--- src/rtl/dmem_port_arbiter.sv ---
// Two-port arbiter in front of the single-port data memory: port 0 is the LSU, port 1 the
// debug/loader/DMA master. Grants one access per cycle and registers per-port load responses.
module dmem_port_arbiter #(
   parameter int unsigned ADDR_WIDTH = 32,
   parameter int unsigned DATA_WIDTH = 32,
   parameter int unsigned ARB_MODE   = 0,
   parameter int unsigned MAX_WAIT   = 4
) (
   input  logic                  i_clk,
   input  logic                  i_rst_n,
   input  logic                  i_m0_req,
   input  logic                  i_m0_we,
   input  logic [2:0]            i_m0_funct3,
   input  logic [ADDR_WIDTH-1:0] i_m0_addr,
   input  logic [DATA_WIDTH-1:0] i_m0_wdata,
   output logic                  o_m0_gnt,
   output logic                  o_m0_rvalid,
   output logic [DATA_WIDTH-1:0] o_m0_rdata,
   input  logic                  i_m1_req,
   input  logic                  i_m1_we,
   input  logic [2:0]            i_m1_funct3,
   input  logic [ADDR_WIDTH-1:0] i_m1_addr,
   input  logic [DATA_WIDTH-1:0] i_m1_wdata,
   output logic                  o_m1_gnt,
   output logic                  o_m1_rvalid,
   output logic [DATA_WIDTH-1:0] o_m1_rdata,
   output logic                  o_mem_wr_en,
   output logic [2:0]            o_mem_funct3,
   output logic [ADDR_WIDTH-1:0] o_mem_addr,
   output logic [DATA_WIDTH-1:0] o_mem_wdata,
   input  logic [DATA_WIDTH-1:0] i_mem_rdata
);

   localparam logic [3:0] WaitMax = 4'(MAX_WAIT);

   logic                  r_last_gnt;
   logic [3:0]            r_wait_cnt;
   logic                  r_rvalid0;
   logic                  r_rvalid1;
   logic [DATA_WIDTH-1:0] r_rdata0;
   logic [DATA_WIDTH-1:0] r_rdata1;

   logic w_pick1;
   logic w_gnt0;
   logic w_gnt1;

   // w_pick1 only matters on a tie; r_last_gnt = 1 means port 1 was granted last.
   always_comb begin
      if (ARB_MODE == 0) begin
         w_pick1 = (r_wait_cnt == WaitMax);
      end else begin
         w_pick1 = ~r_last_gnt;
      end
      w_gnt0 = i_rst_n & i_m0_req & ~(i_m1_req & w_pick1);
      w_gnt1 = i_rst_n & i_m1_req & ~(i_m0_req & ~w_pick1);
   end

   always_comb begin
      o_mem_wr_en  = 1'b0;
      o_mem_funct3 = 3'b010;
      o_mem_addr   = '0;
      o_mem_wdata  = '0;
      if (w_gnt0) begin
         o_mem_wr_en  = i_m0_we;
         o_mem_funct3 = i_m0_funct3;
         o_mem_addr   = i_m0_addr;
         o_mem_wdata  = i_m0_wdata;
      end else if (w_gnt1) begin
         o_mem_wr_en  = i_m1_we;
         o_mem_funct3 = i_m1_funct3;
         o_mem_addr   = i_m1_addr;
         o_mem_wdata  = i_m1_wdata;
      end
   end

   always_ff @(posedge i_clk) begin
      if (!i_rst_n) begin
         r_last_gnt <= 1'b1;
         r_wait_cnt <= 4'd0;
         r_rvalid0  <= 1'b0;
         r_rvalid1  <= 1'b0;
         r_rdata0   <= '0;
         r_rdata1   <= '0;
      end else begin
         if (w_gnt0) begin
            r_last_gnt <= 1'b0;
         end else if (w_gnt1) begin
            r_last_gnt <= 1'b1;
         end
         if (i_m1_req && !w_gnt1) begin
            if (r_wait_cnt < WaitMax) begin
               r_wait_cnt <= r_wait_cnt + 4'd1;
            end
         end else begin
            r_wait_cnt <= 4'd0;
         end
         r_rvalid0 <= w_gnt0 & ~i_m0_we;
         r_rvalid1 <= w_gnt1 & ~i_m1_we;
         if (w_gnt0 && !i_m0_we) begin
            r_rdata0 <= i_mem_rdata;
         end
         if (w_gnt1 && !i_m1_we) begin
            r_rdata1 <= i_mem_rdata;
         end
      end
   end

   // Responses are masked while reset is held so a load granted just before reset never shows.
   assign o_m0_gnt    = w_gnt0;
   assign o_m1_gnt    = w_gnt1;
   assign o_m0_rvalid = r_rvalid0 & i_rst_n;
   assign o_m1_rvalid = r_rvalid1 & i_rst_n;
   assign o_m0_rdata  = i_rst_n ? r_rdata0 : '0;
   assign o_m1_rdata  = i_rst_n ? r_rdata1 : '0;

endmodule
--- config.mk ---
export PLATFORM = sky130hd
export DESIGN_NAME = dmem_port_arbiter
export DESIGN_NICKNAME = d
export VERILOG_FILES = /design/src/rtl/dmem_port_arbiter.sv
export SDC_FILE = /design/constraint.sdc
export NUM_CORES = 1
export LEC_CHECK = 0
export CAP_MARGIN = 20
export CORE_AREA = 2 2 121 123
export DETAILED_ROUTE_END_ITERATION = 7
export DIE_AREA = 0 0 123 125
export PLACE_DENSITY = 0.67
export SYNTH_ARGS = -nofsm -noshare
export SYNTH_HDL_FRONTEND = slang
export SYNTH_SLANG_ARGS = --single-unit
--- constraint.sdc ---
create_clock -name i_clk -period 5.92 [get_ports i_clk]
set_input_delay 1.776 -clock i_clk [delete_from_list [all_inputs] [get_ports i_clk]]
set_output_delay 1.776 -clock i_clk [all_outputs]
set_load 0.005 [all_outputs]
Word-level counts from Yosys, hierarchy flattened. Index checks and enable logic that the tools add are counted.

Register bits after elaboration: 70. Latch bits: 0. RAM bits: 0. Memory bits (read-only): 0. Input bits: 172. Output and inout bits: 136. Logic and storage cells: 40. Memories kept: 0.

Add/sub/neg operators: 1. $mul: 0. Div/mod/pow operators: 0. Magnitude comparators: 1. Equal/unequal tests: 1. Shifts and indexed selects: 0. Multiplexer cells: 10. Bitwise gates (word level): 15. Reductions and logical operators: 7.

Operators with widths (number): two-way mux 32 bit (6); AND 1 bit (10); two-way mux 3 bit (2); NOT 1 bit (5); adder 4 x 1 -> 4 bit (second input constant) (1); equality test 4 x 3 -> 1 bit (second input constant) (1); less-than comparator 4 x 3 -> 1 bit (second input constant) (1); logical AND 1 bit (3); zero test 1 bit (3); two-way mux 1 bit (2); AND reduction 2 bit (1).

Longest topological paths before layout. Gate-level depths: netlist (run 1).

Word-level depth: 8. Gate-level depth with buffers: 8. Depth with buffers taken out: 5.

Least setup slack after synthesis (run 1). Ideal clock, no wire load.

Path kind: in2out. Start point: in i_m1_req. End point: out o_mem_wdata[13]. Data arrival time: 2709 ps. Slack: 1435 ps. Cell stages on the path: 6. Cells stage by stage: nand4b_1 and3_1 clkbuf_1 buf_2 buf_2 a22o_1.

Word-level cells in the longest chain between the ends: 4. Elaborated cells on any way between the ends: 7. Classes of those cells: mux (2); bitwise (5).

RTL lines: from (decl) (RTL line 19) `input logic i_m1_req,`; AND 1 bit (on tied branches) (RTL line 55, 54); AND 1 bit / NOT 1 bit (equally long branches) (RTL line 55, 54); two-way mux 32 bit / AND 1 bit (equally long branches) (RTL line 68, 54); two-way mux 32 bit (*) (RTL line 63) `if (w_gnt0) begin`; to (decl) (RTL line 30) `output logic [DATA_WIDTH-1:0] o_mem_wdata,`.

Every way passes the cells marked *; elsewhere a longest branch is shown, timed or not.

Final worst setup path (run 1).
Start point: in i_m1_req. End point: out o_mem_wdata[2].

Same word-level chain as after synthesis.

==> results of run 1 <==
## where the power goes
part	switching (mW)	internal, mW	leakage, nW
Clock	0.202	0.373	0.154
Combinational	0.0998	0.199	2.39
Sequential	0.00340	0.486	0.569
Total	0.306	1.06	3.12
## tightest hold or removal path: cells and delay by family, from the launching register on
kind	cells	cell delay (ns)
and+or+nand+nor	1	0.06
DFF	1	0.29
muxes	1	0.06
## state kept, by name, summed over array words and instances, names as in the netlist
register and count:
r_rdata1 32, r_rvalid1 1, r_rvalid0 1, r_rdata0 32, r_wait_cnt 4
## through the flow
step           worst slack (ns)  utilization, %
2_1_floorplan              1.44               -
3_3_place_gp              0.435            48.0
3_5_place_dp              0.386            48.0
4_1_cts                   0.378            50.2
5_1_grt                   0.311            50.2
6_report                  0.409            50.2
## cell families after synthesis
family,synth area share [%]
compound gates,17.8
xor+xnor,0.244
fa+ha+maj,0.696
buf+inv,10.0
flops,39.0
mux,18.5
simple gates,13.8
## cell usage in the layout (no fill, tap or decap), types with 2 or more instances in the layout
| cell type | synthesis | final |
|---|---|---|
| inv_1 | 51 | 51 |
| ha_1 | 2 | 2 |
| a21oi_1 | 2 | 2 |
| mux2i_1 | 46 | 46 |
| clkdlybuf4s50_1 | 0 | 306 |
| inv_6 | 0 | 2 |
| nand2_1 | 80 | 80 |
| nor2_1 | 4 | 4 |
| dfxtp_1 | 70 | 70 |
| clkbuf_16 | 0 | 9 |
| and2_1 | 20 | 20 |
| mux2_1 | 15 | 15 |
| buf_4 | 4 | 8 |
| a22o_1 | 67 | 67 |
| mux2_2 | 3 | 3 |
| bufinv_16 | 0 | 2 |
## final cells by class
type / instances / area (um^2) / share of cell area (%)
clock buffers: 10 / 229 / 3.21
multi-input cells: 250 / 1840 / 25.8
well taps: 184 / 230 / 3.23
inverters: 51 / 191 / 2.68
clock inverters: 6 / 93.8 / 1.32
flip-flops and latches: 70 / 1400 / 19.6
repair buffers: 316 / 3150 / 44.1
## layer usage
metal / global-route usage [%] / part of all wire (%) / vias to the layer above
li1: - / - / 1945
met1: 19.4 / 37 / 1806
met2: 33.6 / 53 / 183
met3: 5.75 / 7.7 / 16
met4: 4.68 / 1.6 / 0
met5: 0 / 0 / -
## worst paths after layout
path	slack (ns)	end	start
worst max-delay path	0.41	o_mem_wdata[2]	i_m1_req
worst min register to register	0.47	r_rdata0[11]$_SDFFE_PN0P_	r_rdata0[11]$_SDFFE_PN0P_
worst min-delay path	0.47	r_rdata0[11]$_SDFFE_PN0P_	r_rdata0[11]$_SDFFE_PN0P_
worst max register to register	3.77	r_rdata0[26]$_SDFFE_PN0P_	r_wait_cnt[0]$_SDFFE_PN0N_
==> impl_metrics.py, run 1 <==
metrics = {
    "outcome": {
        "status": "finished, final reports clean",
    },
    "setup_path": {
        "worstSetupPathDepth": 6,
        "worst-path-buf-inv": 3,
        "path_max_fanout": 28,
        "required_ns": 4.14,
        "critPathKind": "in -> out",
        "critPathMostFrequentCell": "clkdlybuf4s50_1",
        "cp_slowest_cell": "clkdlybuf4s50_1",
        "reg2reg_depth": 5,
        "critical-path-top-delay-family": "buffers and inverters",
        "cp.arrival_ns": 3.74,
        "slowest_delay_ns": 0.54,
        "start_kind": "input pin",
        "cp_cell_sequence": "clkdlybuf4s50_1 > nand2_1 > a21oi_4 > buf_4 > a22o_1 > clkdlybuf4s50_1",
        "end_kind": "output pin",
    },
    "clock_tree": {
        "postCtsResizedCells": 0,
        "path_clk_slew_ns": 0.06,
        "cts_max_level": 3,
        "clk_latency_ns": 0.32,
        "cts_hold_buf": 0,
        "cts_tree": "yes",
        "cts.sinks": 70,
        "post_cts_buffers": 0,
        "cts-root-buf": "clkbuf_16",
        "clock_tree.buffer_depth": 2,
        "cts_inserted_buffers": 9,
    },
    "logic_synthesis": {
        "ys_top_cells_by_area": "dfxtp_1 (39%), a22o_1 (16%), mux2i_1 (13%)",
        "synth_area_um2": 3590,
        "netlist_top_cells_count": "nand2_1 (80), dfxtp_1 (70), a22o_1 (67)",
        "syn_avg_cell_area_um2": 8.89,
        "seq_area_frac_synth_pct": 39.0,
        "synth_edf_count": 0,
        "synth_cells": 404,
        "synthDistinctLibCells": 27,
        "yosysWarnings": 0,
        "synth_top_area_share_pct": 39.0,
        "synth_top_area_cell": "dfxtp_1",
        "yosys.cell_count.top_type": "nand2_1",
        "synth_ff_type": "dfxtp_1",
        "synth_seq_cells": 70,
        "synthArstFlopShare_pct": 0,
        "syn-num-nets": 578,
    },
    "pwr": {
        "ir_drop_mv": 0.128,
        "powerDensity_nw_per_um2": 191,
        "finalPower_mw": 1.36,
        "cellLeakagePower_nw": 3.12,
    },
    "final_layout": {
        "layout.nets": 872,
        "fin_area_um2": 7140,
        "area_growth_pct": 98.6,
        "drive_gt1_share_pct": 4.69,
        "antenna_cells": 0,
        "fin_cells": 887,
        "fillCellCount": 1307,
    },
    "placed_design": {
        "io_buffer_count": 307,
        "post-dp-hpwl_mm": 11.9,
        "dpl.cell_count": 871,
        "place_area_um2": 6810,
        "place.gp.congestion": 0.858,
    },
    "global_route": {
        "antenna_found_initial": 0,
        "overflow": 0,
        "grt_pass1_wl_mm": 21.3,
        "grt_max_degree": 51,
        "grt_pass1_vias": 3943,
        "grt_usage_pct": 18.1,
    },
    "job": {
        "drv_cap": 0,
    },
    "die": {
        "initial_core_util_pct": 25.3,
        "dieArea_um2": 15400,
        "die_y_um": 125,
        "core-area_um2": 14200,
        "die_w_um": 123,
        "row_count": 44,
        "io_pins": 308,
    },
    "detailed_routing": {
        "ant_nets": 0,
        "routed_wl_mm": 14.7,
        "vias_per_cell": 4.45,
        "drtIter0Drc": 157,
        "post-route-drc-count": 0,
        "wl_per_cell_um": 16.5,
        "drtPass1Iterations": 4,
        "vias": 3950,
    },
    "sta": {
        "setup_violations": 0,
        "fin_worst_skew_ns": 0.00579,
        "tightest_slew_ns": 1.11,
        "fin_crit_ns": 5.51,
        "hold_ws_ns": 0.466,
        "rsz0062_at_grt": "no",
        "finalSetupTns_ns": 0,
        "period_share_pct": 93.1,
        "timing.fmax_mhz": 181,
        "relSlewSlack_pct": 25.7,
        "slew_viol_final": 0,
        "hold_violations": 0,
    },
    "worst_hold_path": {
        "min_path_cells": 2,
        "worstHoldPathType": "reg -> reg",
    },
}
Note: power is estimated with default switching activity, not from simulation.
==> inputs of run 2 (changes only) <==
Settings changed: CAP_MARGIN 20 to default, SKIP_LAST_GASP from default to 1.
==> results of run 2 <==
Same layout as run 1: the final DEF is identical, and so are final timing and power.
